`src/rtl/prog_timer_if.sv`:
```
// CPU register-bus signals for prog_timer: write strobe, register select, write data.
interface prog_timer_if;
    logic       wr;
    logic [1:0] addr;
    logic [7:0] din;

    modport master (output wr, addr, din);
    modport slave  (input  wr, addr, din);
endinterface

```
`src/rtl/prog_timer.sv`:
```
// 16-bit programmable down-counting interval timer with reload register, one-shot/continuous modes
// and latched interrupt. Optional tick prescaler enabled by defining PROG_TIMER_PRESCALE_EN.
module prog_timer (
    input  logic         MasterClock,
    input  logic         RESETL,
    prog_timer_if.slave  bus,
    input  logic         tick,
    input  logic         intack,
    output logic [15:0]  count,
    output logic         tc,
    output logic         irq,
    output logic         running
);

    typedef enum logic [1:0] {
        S_IDLE = 2'd0,
        S_LOAD = 2'd1,
        S_RUN  = 2'd2
    } state_t;

    state_t      state_q;
    logic [15:0] reload_q;
    logic [15:0] reload_d;
    logic [15:0] count_q;
    logic        cont_q;
    logic        irqen_q;
    logic        tc_q;
    logic        irq_q;

    logic        ctrl_wr;
    logic        start_cmd;
    logic        step;
    logic        at_zero;
    logic        tc_set;

    assign ctrl_wr   = bus.wr && (bus.addr == 2'd2);
    assign start_cmd = bus.din[0];
    assign at_zero   = (count_q == '0);

`ifdef PROG_TIMER_PRESCALE_EN
    logic [7:0] pscale_q;
    logic [7:0] pcnt_q;

    // >= rather than == keeps the divider from running away if P shrinks mid-count
    assign step = tick && (pcnt_q >= pscale_q);

    always_ff @(posedge MasterClock or negedge RESETL) begin
        if (!RESETL) begin
            pscale_q <= '0;
        end else if (bus.wr && (bus.addr == 2'd3)) begin
            pscale_q <= bus.din;
        end
    end
`else
    assign step = tick;
`endif

    // A control write in RUN pre-empts the count step, so it can never produce tc.
    assign tc_set = (state_q == S_RUN) && !ctrl_wr && step && at_zero;

    always_comb begin
        reload_d = reload_q;
        if (bus.wr && (bus.addr == 2'd0)) reload_d[7:0]  = bus.din;
        if (bus.wr && (bus.addr == 2'd1)) reload_d[15:8] = bus.din;
    end

    always_ff @(posedge MasterClock or negedge RESETL) begin
        if (!RESETL) begin
            state_q  <= S_IDLE;
            reload_q <= '0;
            count_q  <= '0;
            cont_q   <= 1'b0;
            irqen_q  <= 1'b0;
            tc_q     <= 1'b0;
            irq_q    <= 1'b0;
`ifdef PROG_TIMER_PRESCALE_EN
            pcnt_q   <= '0;
`endif
        end else begin
            tc_q     <= tc_set;
            reload_q <= reload_d;

            if (ctrl_wr) begin
                cont_q  <= bus.din[1];
                irqen_q <= bus.din[2];
            end

            case (state_q)
                S_IDLE: begin
                    if (ctrl_wr && start_cmd) state_q <= S_LOAD;
                end
                S_LOAD: begin
                    count_q <= reload_q;
                    state_q <= S_RUN;
`ifdef PROG_TIMER_PRESCALE_EN
                    pcnt_q  <= '0;
`endif
                end
                S_RUN: begin
                    if (ctrl_wr) begin
                        state_q <= start_cmd ? S_LOAD : S_IDLE;
                    end else if (step) begin
                        if (at_zero) begin
                            if (cont_q) count_q <= reload_q;
                            else        state_q <= S_IDLE;
                        end else begin
                            count_q <= count_q - 16'd1;
                        end
                    end
`ifdef PROG_TIMER_PRESCALE_EN
                    if (!ctrl_wr && tick) pcnt_q <= step ? '0 : pcnt_q + 8'd1;
`endif
                end
                default: state_q <= S_IDLE;
            endcase

            if (tc_set && irqen_q) irq_q <= 1'b1;
            else if (intack)       irq_q <= 1'b0;
        end
    end

    assign count   = count_q;
    assign tc      = tc_q;
    assign irq     = irq_q;
    assign running = (state_q == S_RUN);

endmodule
```
`src/flat_wrapper.sv`:
```
// flat-port wrapper written by rule: the top's interface ports become plain ports
module prog_timer_flat 
  (MasterClock, RESETL, tick, intack, count, tc, irq, running, bus_wr, bus_addr, bus_din);
  prog_timer_if bus_i ();
  input  logic MasterClock;
  input  logic RESETL;
  input  logic tick;
  input  logic intack;
  output logic [15:0] count;
  output logic tc;
  output logic irq;
  output logic running;
  input wire logic [$bits(bus_i.wr)-1:0] bus_wr;
  input wire logic [$bits(bus_i.addr)-1:0] bus_addr;
  input wire logic [$bits(bus_i.din)-1:0] bus_din;
  assign bus_i.wr = bus_wr;
  assign bus_i.addr = bus_addr;
  assign bus_i.din = bus_din;
  prog_timer u_core (.MasterClock(MasterClock), .RESETL(RESETL), .bus(bus_i), .tick(tick), .intack(intack), .count(count), .tc(tc), .irq(irq), .running(running));
endmodule
```
`config.mk`:
```
export PLATFORM = sky130hd
export DESIGN_NAME = prog_timer_flat
export DESIGN_NICKNAME = d
export VERILOG_FILES = /design/src/rtl/prog_timer_if.sv /design/src/rtl/prog_timer.sv /design/src/flat_wrapper.sv
export SDC_FILE = /design/constraint.sdc
export NUM_CORES = 1
export LEC_CHECK = 0
export ABC_AREA = 1
export BUFFER_PORTS_ARGS = -buffer_cell sky130_fd_sc_hd__buf_2
export CAP_MARGIN = 15
export CORE_MARGIN = 2
export CORE_UTILIZATION = 51
export DETAILED_ROUTE_END_ITERATION = 6
export GPL_ROUTABILITY_DRIVEN = 1
export PLACE_DENSITY = 0.81
export SYNTH_ARGS = -nofsm -noshare
export SYNTH_HDL_FRONTEND = slang
export SYNTH_SLANG_ARGS = --single-unit
```
`constraint.sdc`:
```
create_clock -name MasterClock -period 4.7 [get_ports MasterClock]
set_clock_uncertainty 0.15 [all_clocks]
set_input_delay 0.705 -clock MasterClock [delete_from_list [all_inputs] [get_ports MasterClock]]
set_output_delay 0.705 -clock MasterClock [all_outputs]
set_load 0.005 [all_outputs]
```
# Yosys cells after proc, flatten, opt, wreduce, memory -nomap -nowiden
# Index checks and enable logic that the tools add are counted.
# Widths: inputs -> output; s select.
dict set report op_classes {
  addsub 1
  n_mux 14
  n_reduce_logical 16
  eq_ne 11
}
# operator count
set op_table {}
lappend op_table {{$mux 16} 4}
lappend op_table {{$pmux 16 s2} 1}
lappend op_table {{$logic_not 16->1} 1}
lappend op_table {{$sub 16x1->16 const B} 1}
lappend op_table {{$mux 2} 5}
lappend op_table {{$logic_and 1x1->1} 8}
lappend op_table {{$reduce_and 4->1} 2}
lappend op_table {{$ne 3x2->1 const B} 2}
lappend op_table {{$pmux 2 s3} 1}
lappend op_table {{$eq 2x1->1 const B} 2}
lappend op_table {{$eq 2x2->1 const B} 2}
lappend op_table {{$logic_not 2->1} 2}
lappend op_table {{$ne 2x2->1 const B} 2}
lappend op_table {{$reduce_bool 2->1} 2}
lappend op_table {{$mux 1} 3}
lappend op_table {{$ne 3x1->1 const B} 1}
lappend op_table {{$ne 3x3->1 const B} 1}
lappend op_table {{$ne 2x1->1 const B} 1}
lappend op_table {{$logic_not 1->1} 1}
dict set report word_totals {
  register_bits 38
  out_inout_bits 19
  word_cells 50
  in_bits 15
}

# Depth between registers and ports, before layout
# Gate-level depths: netlist of the first run.
dict set report depth {
  ltp_word 8
  depth_mapped 11
  ltp_nobuf 11
}

# Worst setup path before layout of the first run
# Ideal clock, no wire load.
dict set report synth_path {
  kind {input port to flip-flop}
  from {in bus_addr[1]}
  to {reg u_core.count_q[3] (netlist: u_core.count[3])}
  path_slack_ps 2943
  setup_time_ps 66
  required_time_ps 4484
  t_arrival_ps 1542
  stages 10
  path_buffers 1
  path_cell_list {inv_1 -> nor2_1 -> nand2_1 -> nand2_1 -> nor2_2 -> nand2_4 -> nand2_4 -> buf_6 -> nand3_1 -> nand2_1}
}
dict set report synth_between {
  elab_chain_len 4
}
# item line_no
set synth_lines {}
lappend synth_lines {{from (decl)} flat_wrapper.sv:14} ;# input wire logic [$bits(bus_i.addr)-1:0] bus_addr;
lappend synth_lines {{$eq 2x2->1} prog_timer.sv:36} ;# assign ctrl_wr = bus.wr && (bus.addr == 2'd2);
lappend synth_lines {{$logic_and 1x1->1} prog_timer.sv:36}
lappend synth_lines {{$ne 2x2->1 (no source line)} --}
lappend synth_lines {{$reduce_and 4->1 (no source line)} --}
lappend synth_lines {{to (signal assigned)} prog_timer.sv:93} ;# count_q <= reload_q;
lappend synth_lines {{to (signal assigned)} prog_timer.sv:104} ;# if (cont_q) count_q <= reload_q;
lappend synth_lines {{to (signal assigned)} prog_timer.sv:107} ;# count_q <= count_q - 16'd1;
lappend synth_lines {{to (decl)} prog_timer.sv:24} ;# logic [15:0] count_q;
# No other way between the ends.
# A chain may end at the register's enable or synchronous reset.

# Final worst setup path of the first run
dict set report layout_path {
  from {reg u_core.count_q[0] (netlist: u_core.count[0])}
  to {reg u_core.count_q[11] (netlist: u_core.count[11])}
}
dict set report layout_between {
  elab_chain_len 5
  word_cells_on_any_way 8
  classes_between {1 x add/sub; 1 x eq/ne; 4 x mux; 2 x reduce/logical}
}
# item line_no
set layout_lines {}
lappend layout_lines {{$sub 16x1->16 / $logic_not 16->1 (equally long branches)} {prog_timer.sv:107, prog_timer.sv:38}}
lappend layout_lines {{$mux 16} prog_timer.sv:103} ;# if (at_zero) begin
lappend layout_lines {{$mux 16} prog_timer.sv:102} ;# end else if (step) begin
lappend layout_lines {{$mux 16} prog_timer.sv:100} ;# if (ctrl_wr) begin
lappend layout_lines {{$pmux 16 s2} prog_timer.sv:88} ;# case (state_q)
# Several ways; a longest one is shown, not always the timed one. The select of a mux whose other input is x is not followed.

==> results.md, run 1 <==
* Slew HR at 0.431
* Worst r2r src: u_core.count[0]
* Crit-path cells: inv_1, ha_1, nand2_1, nor2_4, a21oi_2, nand3_1, nand3_1, nand2_1
* Flops & latches, synth at 38
* Netlist Area Pre-Place at around 0.0022 sq mm
* Vias/cell at 5.13
* Worst hold slack at 0.338 ns
* Post-Synth Adder-Cell Area at 0.0115
* CTS sink cnt at 38
* LEAKAGE at about 1.3 nW
* Post-Syn Instances at 300
* WL/cell at between 10 and 15 um
* Hold Crit Class: register to register
* Num rows at 23
* Reg2Reg Depth at 8
* PwrDens at 575 mW/mm^2
* DP Area at 0.00236 sq mm
* Worst-Skew Late Latency at 0.29 ns
* Ant diodes at 0
* GR Layer Usage met2 at 0.333
* Clock Pin Slew Worst Setup and Hold Paths at 0.07 ns
* Non-filler instance count after layout at 384
* Port Buf Inserts at 33
* Initial antenna violation count at 0
* Yosys top cell by area: dfrtp_1
* Synth top cells by count: 104 x nand2_1, 38 x dfrtp_1, 32 x inv_1
* Post-route ant nets at 0
* Critical Path RT at 4.73 ns
* Post-synth EDFFs at 0
* Final worst slack at 2.69 ns
* WS Path Type: register to register
* Area of the multi-input gates at around 0.0011 sq mm
* Worst hold path depth at 2
* Die Ht at 69.4 um
* Post-DP HPWL at 3.52 mm
* Final Util at 0.609
* CP max FO at 12
* Ys flop type: dfrtp_1
* Final non-filler cell area at 0.00247 sq mm
* RD Place Congestion at 0.879
* Reg2reg setup slack at roughly 2.7 ns
* DIE AREA at between 0.004 and 0.005 sq mm
* Layout Area Growth over Synthesis at 13.2%
* Final hold violation count at 0
* Max incr delay on CP at ~0.46 ns
* Setup violators final at 0
* Post-synth top area share at 0.436
* XOR/XNOR share of the synthesized area at 0.0160
* Avg Cell Area, Syn at 7.28 sq um
* Yosys warnings at 0
* Router iterations before antenna repair at 4
* Compound-Gate Fraction of Synth Area at 0.0682
* Status: complete, no violations
* Post-synthesis mux area share at 0
* Bufs on Longest Clock Path at 2
* Final net count at 350
* Critical Path AT at between 2 and 2.5 ns
* Post-synth ARST share at 1.00
* Routed wire length at 4.86 mm
* Global-route wire length before repair at 8.31 mm
* Slowest-stage cell, CP: a21oi_2
* Startpoint types: register
* Seq/Total Area, Yosys at 0.436
* Top-count cell post-synth: nand2_1
* Slew Limit Fails at 0
* Top cells by area, synth: dfrtp_1 44%, nand2_1 18%, nand3_1 7.1%
* Post-Place Cells at 376
* Post-synth cell types at 25
* M1 GR Usage at 0.298
* Detailed Route Iter0 Violations at 119
* H-tree Lvls at 2
* Core Box Area at 0.00406 sq mm
* Post-CTS Setup Inserts at 0
* Met3 usage at 0.0436
* DIE WIDTH at 69.4 um
* Simple-Gate Fraction of Synth Area at 0.391
* Final setup TNS at 0 ns
* HP Start: u_core.reload_q[14]
* Via count at 1968
* Minimum clock period at 2.01 ns
* Register Area at roughly 950 sq um
* Total clock buffers created by CTS at 5
* Total power at 1.42 mW
* Peak VDD IR at 0.260 mV
* I/O pin total at 34
* Final period util at 0.427
* Worst Max-Slew Pin Slew at 0.854 ns
* Vias in the first global route at 1792
* Main combinational cell family by area after synthesis: simple AND/OR/NAND/NOR gates
* Share of layout cells above drive strength 1 at 0.192
* Fill count at 382
* Crit. End Element: register
* Fmax at 498 MHz
* Initial Util at 0.538
* Max Cap Viol at 0
* GRT Overall Usage at 0.215
* Hold-fix buffers, CTS at 0
* Worst slack, placed at 2.65 ns
* CTS resizes at 0
* Total grt overflow at 0
* Syn nets at 317
* GR peak layer: met2
* Reg-to-reg endpoint: u_core.count[11]
* RSZ-0062 raised after global routing: no
* CTS tree: done
* Root buf cell: clkbuf_8
* Hold EP: u_core.reload_q[14]
* Pin count of the biggest net entering global routing at 39
* Drc violations at 0
worst max-delay path: cells and delay by family, from the launching register on:
family | cells | cell delay [ns]
AOI/OAI and AO/OA | 1 | 0.46
adders and majority gates | 1 | 0.24
DFF | 1 | 0.42
buffers and inverters | 1 | 0.11
and+or+nand+nor | 5 | 0.53
cells in the final DEF (no fill, tap or decap):
| cell | instances |
|---|---|
| nand2_2 | 5 |
| nand3b_1 | 3 |
| nand3_2 | 2 |
| nand2_4 | 3 |
| nand3_1 | 31 |
| clkbuf_8 | 8 |
| a21oi_1 | 1 |
| nor2_2 | 8 |
| o21ai_0 | 24 |
| or2_2 | 1 |
| buf_2 | 33 |
| xor2_1 | 2 |
| dfrtp_1 | 38 |
| nand4_1 | 1 |
| xnor2_1 | 2 |
| nor2_4 | 3 |
| and3_1 | 1 |
| inv_1 | 32 |
| nor2_1 | 25 |
| a21oi_2 | 1 |
| nand2_1 | 104 |
| ha_1 | 2 |
| nor3_1 | 1 |
| o21ai_1 | 3 |
state kept, by name, summed over array words and instances, names as in the netlist:
name             flops
u_core.count        16
u_core.reload_q     16
u_core.state_q       2
u_core.cont_q        1
u_core.irq           1
u_core.irqen_q       1
u_core.tc            1
cell type report:
type                    count  area share
repair buffers             33      0.0668
well taps                  50      0.0253
inverters                  32      0.0486
clock buffers               8      0.0445
multi-input cells         223       0.430
flip-flops and latches     38       0.385
routing by layer:
| layer | share of wire | vias up |
|---|---|---|
| met2 | 0.45 | 60 |
| met1 | 0.48 | 895 |
| li1 | - | 1005 |
| met4 | 0.015 | 0 |
| met5 | 0 | - |
| met3 | 0.047 | 8 |
kinds of logic after synthesis:
| family | Yosys count |
|---|---|
| AO/OA/AOI/OAI | 29 |
| adder cells (fa/ha/maj) | 2 |
| flip-flops | 38 |
| buffers and inverters | 39 |
| AND/OR/NAND/NOR | 188 |
| XOR/XNOR | 4 |
power by group:
| group | total, mW | switching, mW | internal, mW |
|---|---|---|---|
| combinational | 0.620 | 0.382 | 0.238 |
| sequential | 0.538 | 0.123 | 0.415 |
| clock | 0.264 | 0.116 | 0.148 |
how the worst max path moves through the flow:
| stage | startpoint | to | slack, ns | cells after the start |
|---|---|---|---|---|
| after CTS | u_core.count[0] | u_core.count[2] | 2.69 | 9 |
| after detailed placement | bus_addr[1] | u_core.count[13] | 2.65 | 10 |
| after global routing | u_core.count[0] | u_core.count[3] | 2.53 | 8 |
| final | u_core.count[0] | u_core.count[11] | 2.69 | 8 |
| after global placement | bus_addr[1] | u_core.count[11] | 2.69 | 10 |
| after floorplan | bus_addr[1] | u_core.count[3] | 2.94 | 10 |
Power figures use the tool's default switching activity.
==> run 2: changes to the inputs <==
- clock period: 4.7 -> 1.93 ns (I/O delays scaled with it)
==> results.md, run 2 (same netlist as run 1, synthesis figures left out) <==
* Status: complete, no violations (unchanged)
* Critical Path RT at 2.01 ns (was 4.73 ns)
* CTS tree: done (unchanged)
* Share of layout cells above drive strength 1 at 0.213 (was 0.192)
* Detailed Route Iter0 Violations at 162 (was 119)
* RD Place Congestion at 0.922 (was 0.879)
* Area of the multi-input gates at 0.00107 sq mm (was 0.00106 sq mm)
* Final net count at 359 (was 350)
* PwrDens at 1350 mW/mm^2 (was 575 mW/mm^2)
* LEAKAGE at 1.37 nW (was 1.33 nW)
* Startpoint types: register (unchanged)
* Worst r2r src: u_core.count[1] (was u_core.count[0])
* GRT Overall Usage at 0.223 (was 0.215)
* Most common cell after layout, fill and taps aside: nand2_1 (unchanged)
* H-tree Lvls at 2 (unchanged)
* Fill count at 359 (was 382)
* Final Util at 0.628 (was 0.609)
* Routed wire length at 4.97 mm (was 4.86 mm)
* Layout Area Growth over Synthesis at 16.7% (was 13.2%)
* RSZ-0062 raised after global routing: no (unchanged)
* Commonest non-fill, non-tap cells in the layout: 104 x nand2_1, 38 x dfrtp_1, 33 x buf_2 (unchanged)
* WL/cell at 12.6 um (was 12.7 um)
* Fmax at 566 MHz (was 498 MHz)
* Root buf cell: clkbuf_8 (unchanged)
* Slowest-stage cell, CP: dfrtp_1 (was a21oi_2)
* DIE WIDTH at 69.4 um (unchanged)
* Ant diodes at 0 (unchanged)
* Final hold violation count at 0 (unchanged)
* DIE AREA at 0.00482 sq mm (unchanged)
* Router iterations before antenna repair at 4 (unchanged)
* Via count at 2011 (was 1968)
* Final setup TNS at 0 ns (unchanged)
* CTS sink cnt at 38 (unchanged)
* Initial antenna violation count at 0 (unchanged)
* Worst Max-Slew Pin Slew at 0.485 ns (was 0.854 ns)
* Max Cap Viol at 0 (unchanged)
* Crit. End Element: register (unchanged)
* Slew HR at 0.676 (was 0.431)
* WS Path Type: register to register (unchanged)
* Worst-Skew Late Latency at 0.29 ns (about the same)
* Setup violators final at 0 (unchanged)
* Slew Limit Fails at 0 (unchanged)
* I/O pin total at 34 (unchanged)
* Port Buf Inserts at 33 (unchanged)
* Global-route wire length before repair at 8.57 mm (was 8.31 mm)
* Vias in the first global route at 1882 (was 1792)
* Drc violations at 0 (unchanged)
* Peak VDD IR at 0.541 mV (was 0.260 mV)
* Crit-path cells: inv_1, ha_1, nand3_1, nor2_2, nand3_2, nand2_4, buf_4, nand3_1, nand2_1 (was inv_1, ha_1, nand2_1, nor2_4, a21oi_2, nand3_1, nand3_1, nand2_1)
* Hold Crit Class: input port to register (was register to register)
* Hold EP: u_core.irq (was u_core.reload_q[14])
* Reg2Reg Depth at 9 (was 8)
* Core Box Area at 0.00406 sq mm (unchanged)
* Max incr delay on CP at 0.40 ns (was 0.46 ns)
* Worst hold path depth at 2 (unchanged)
* Reg2reg setup slack at 0.16 ns (was 2.69 ns)
* HP Start: intack (was u_core.reload_q[14])
* Critical Path AT at 1.84 ns (was 2.04 ns)
* Most used cell, CP: nand3_1
* CP max FO at 8 (was 12)
* Clock Pin Slew Worst Setup and Hold Paths at 0.07 ns (about the same)
* Post-DP HPWL at 3.71 mm (was 3.52 mm)
* Total grt overflow at 0 (unchanged)
* Die Ht at 69.4 um (unchanged)
* Total clock buffers created by CTS at 5 (unchanged)
* Num rows at 23 (unchanged)
* Reg-to-reg endpoint: u_core.count[3] (was u_core.count[11])
* Vias/cell at 5.12 (was 5.13)
* Bufs on Longest Clock Path at 2 (unchanged)
* Pin count of the biggest net entering global routing at 21 (was 39)
* Post-route ant nets at 0 (unchanged)
* Minimum clock period at 1.77 ns (was 2.01 ns)
* Initial Util at 0.538 (unchanged)
* Final period util at 0.915 (was 0.427)
* Register Area at 951 sq um (unchanged)
-- run 2: cell count changes in the layout (fill, tap and decap cells not counted), sizes merged --
cell         change
dlygate4sd3      +1
clkbuf           -1
clkinv           +1
buf              +8
-- run 2: how the worst max path moves through the flow --
stage	from	to	slack (ns)	depth (start not counted)
4_1_cts	u_core.count[0]	u_core.count[12]	0.08	9
6_report	u_core.count[1]	u_core.count[3]	0.16	9
2_1_floorplan	u_core.count[0]	u_core.count[3]	0.26	10
3_5_place_dp	u_core.count[0]	u_core.count[0]	0.11	9
5_1_grt	u_core.count[1]	u_core.count[3]	0.02	9
3_3_place_gp	u_core.count[0]	u_core.count[0]	0.16	9
-- run 2: cell type report --
class	instances	area share
Clock buffer	7	0.0339
Clock inverter	1	0.00196
Inverter	32	0.0472
Multi-Input combinational cell	223	0.422
Sequential cell	38	0.373
Tap cell	50	0.0246
Timing Repair Buffer	42	0.0972
-- run 2: what timing repair did --
| item | in CTS | in global routing |
|---|---|---|
| hold endpoints to repair | 18 | 0 |
| gates resized for setup | 0 | 3 |
| hold buffers | 1 | 0 |
| setup buffers | 0 | 3 |
| endpoints found under the setup margin | 0 | 16 |
-- run 2: power breakdown --
part | internal, mW | total [mW] | switching (mW)
clock network | 0.288 | 0.552 | 0.265
registers | 1.01 | 1.31 | 0.295
logic | 0.622 | 1.59 | 0.967
-- run 2: routing by layer --
layer	GRT usage	share of wire	wire (um)	vias up
li1	-	-	-	1028
met3	0.0552	0.067	333	14
met2	0.342	0.44	2210	69
met1	0.300	0.46	2310	900
met5	0	0	0	-
met4	0.100	0.023	116	0
-- run 2: worst max-delay path: cells and delay by family (launching register included) --
kind | cells | cell delay [ns]
and+or+nand+nor | 6 | 0.68
DFF | 1 | 0.40
buffers and inverters | 2 | 0.29
adders and majority gates | 1 | 0.18
-- run 2: through the flow --
stage                     worst slack, ns  instances  hold slack, ns  cell area, sq um  power, mW
final                               0.163        393          0.0254              2550       3.45
after global routing               0.0182        393          0.0465              2550       3.76
after CTS                          0.0819        390          0.0247              2510       3.42
after detailed placement            0.109        381           0.122              2410       2.85
after global placement              0.164        381           0.115              2410       2.81
after floorplan                     0.262        300          -0.156              2180       2.38
==> run 3: changes to the inputs <==
- REMOVE_ABC_BUFFERS: default -> 1
==> results.md, run 3 (same netlist as run 1, synthesis figures left out) <==
* Status: complete, no violations (unchanged)
* Initial Util at 0.538 (unchanged)
* Met2 wire length at 2.62 mm (was 2.21 mm)
* Bufs on Longest Clock Path at 2 (unchanged)
* Worst-Skew Late Latency at 0.29 ns (about the same)
* Peak VDD IR at 0.810 mV (was 0.541 mV)
* CTS tree: done (unchanged)
* I/O pin total at 34 (unchanged)
* Final net count at 356 (was 359)
* Setup violators final at 0 (unchanged)
* Die Ht at 69.4 um (unchanged)
* Max Cap Viol at 0 (unchanged)
* Fmax at 559 MHz (was 566 MHz)
* Clock Pin Slew Worst Setup and Hold Paths at 0.07 ns (about the same)
* DIE WIDTH at 69.4 um (unchanged)
* Via count at 2099 (was 2011)
* CTS sink cnt at 38 (unchanged)
* Critical path buffer and inverter count at 1 (was 2)
* WS Path Type: register to register (unchanged)
* Num rows at 23 (unchanged)
* Router iterations before antenna repair at 5 (was 4)
* Ant diodes at 0 (unchanged)
* Post-DP HPWL at 3.83 mm (was 3.71 mm)
* CP max FO at 18 (was 8)
* Post-route ant nets at 0 (unchanged)
* Final period util at 0.927 (was 0.915)
* RSZ-0062 raised after global routing: no (unchanged)
* RD Place Congestion at 0.956 (was 0.922)
* Total grt overflow at 0 (unchanged)
* Reg2reg setup slack at 0.14 ns (was 0.16 ns)
* Routed wl met3 at 308 um (was 333 um)
* DIE AREA at 0.00482 sq mm (unchanged)
* Slew HR at 0.609 (was 0.676)
* Critical Path AT at 1.81 ns (was 1.84 ns)
* Total power at 3.48 mW (was 3.45 mW)
* Max incr delay on CP at 0.43 ns (was 0.40 ns)
* Startpoint types: register (unchanged)
* Worst hold path depth at 2 (unchanged)
* Detailed Route Iter0 Violations at 155 (was 162)
* CP top delay family: simple AND/OR/NAND/NOR gates (unchanged)
* H-tree Lvls at 2 (unchanged)
* Layout Area Growth over Synthesis at 16.2% (was 16.7%)
* Slew Limit Fails at 0 (unchanged)
* Commonest non-fill, non-tap cells in the layout: 104 x nand2_1, 38 x dfrtp_1, 33 x buf_2 (unchanged)
* Post-Place Cells at 380 (was 381)
* Worst r2r src: u_core.count[0] (was u_core.count[1])
* Hold Crit Class: input port to register (unchanged)
* Root buf cell: clkbuf_8 (unchanged)
* PwrDens at 1370 mW/mm^2 (was 1350 mW/mm^2)
* Minimum clock period at 1.79 ns (was 1.77 ns)
* Share of layout cells above drive strength 1 at 0.209 (was 0.213)
* LEAKAGE at 1.36 nW (was 1.37 nW)
* HP Start: intack (unchanged)
* Critical Path RT at 1.96 ns (was 2.01 ns)
* WL/cell at 13.6 um (was 12.6 um)
* Most common cell after layout, fill and taps aside: nand2_1 (unchanged)
* Non-filler instance count after layout at 390 (was 393)
* Initial antenna violation count at 0 (unchanged)
* Hold EP: u_core.irq (unchanged)
* Core Box Area at 0.00406 sq mm (unchanged)
* Crit-path cells: inv_2, ha_2, nand3_1, nor2_2, nand3_2, nand2_4, nand2_8, nand2_1, o21ai_1 (was inv_1, ha_1, nand3_1, nor2_2, nand3_2, nand2_4, buf_4, nand3_1, nand2_1)
* Total clock buffers created by CTS at 5 (unchanged)
* Vias/cell at 5.38 (was 5.12)
* Pin count of the biggest net entering global routing at 23 (was 21)
* Met1 wire length at 2.32 mm (was 2.31 mm)
* Final hold violation count at 0 (unchanged)
* GRT Overall Usage at 0.232 (was 0.223)
* Global-route wire length before repair at 9.05 mm (was 8.57 mm)
* Crit. End Element: register (unchanged)
* Vias in the first global route at 1987 (was 1882)
* Max Used Layer: met4 (unchanged)
* Routed wire length at 5.31 mm (was 4.97 mm)
* Slowest-stage cell, CP: dfrtp_1 (unchanged)
* Worst Max-Slew Pin Slew at 0.585 ns (was 0.485 ns)
* Drc violations at 0 (unchanged)
* Final setup TNS at 0 ns (unchanged)
* Fill count at 373 (was 359)
* Reg2Reg Depth at 9 (unchanged)
* Reg-to-reg endpoint: u_core.count[0] (was u_core.count[3])
* Port Buf Inserts at 33 (unchanged)
[run 3: layer usage]
metal,track usage,vias up
li1,-,1017
met1,0.313,1002
met5,0,-
met3,0.0538,6
met4,0.0566,0
met2,0.378,74
[run 3: worst register-to-register path: stages (launching register included)]
cell,delay [ns]
dfrtp_1,0.43
inv_2,0.11
ha_2,0.20
nand3_1,0.09
nor2_2,0.15
nand3_2,0.11
nand2_4,0.15
nand2_8,0.13
nand2_1,0.11
o21ai_1,0.07
[run 3: metrics by stage]
stage | worst slack (ns) | hold WS (ns) | instance area (sq um) | util
global route | 0.00721 | 0.0478 | 2540 | 0.625
floorplan | 0.253 | -0.156 | 2130 | -
detailed placement | 0.0890 | 0.102 | 2400 | 0.593
finish | 0.142 | 0.0243 | 2540 | 0.625
global placement | 0.133 | 0.102 | 2400 | 0.593
CTS | 0.0664 | 0.0308 | 2510 | 0.618
[run 3: timing repair]
action	4_1_cts	5_1_grt
setup endpoints to repair	0	16
gates resized for setup	0	5
buffers inserted	0	1
hold buffers	1	0
hold endpoints to repair	16	0
[run 3: worst max path at each step]
stage | from | to | cells after the start
after floorplan | u_core.count[0] | u_core.count[14] | 8
after global placement | u_core.count[0] | u_core.count[0] | 9
after detailed placement | u_core.count[0] | u_core.count[0] | 9
after CTS | u_core.count[0] | u_core.count[0] | 9
after global routing | u_core.count[0] | u_core.count[1] | 9
final | u_core.count[0] | u_core.count[0] | 9
[run 3: final cells by class]
type	count	area, sq um	area share
clock inverter	1	5.00	0.00197
clock buffer	7	86.3	0.0340
tap	50	62.6	0.0247
multi-input combinational	223	1090	0.428
inverter	32	120	0.0474
timing repair buffer	39	225	0.0888
sequential	38	951	0.375
[run 3: where the power goes]
group | total [mW] | switching [mW] | leakage [nW] | internal (mW)
sequential | 1.30 | 0.290 | 0.484 | 1.01
clock | 0.567 | 0.279 | 0.0482 | 0.288
combinational | 1.61 | 0.998 | 0.826 | 0.610
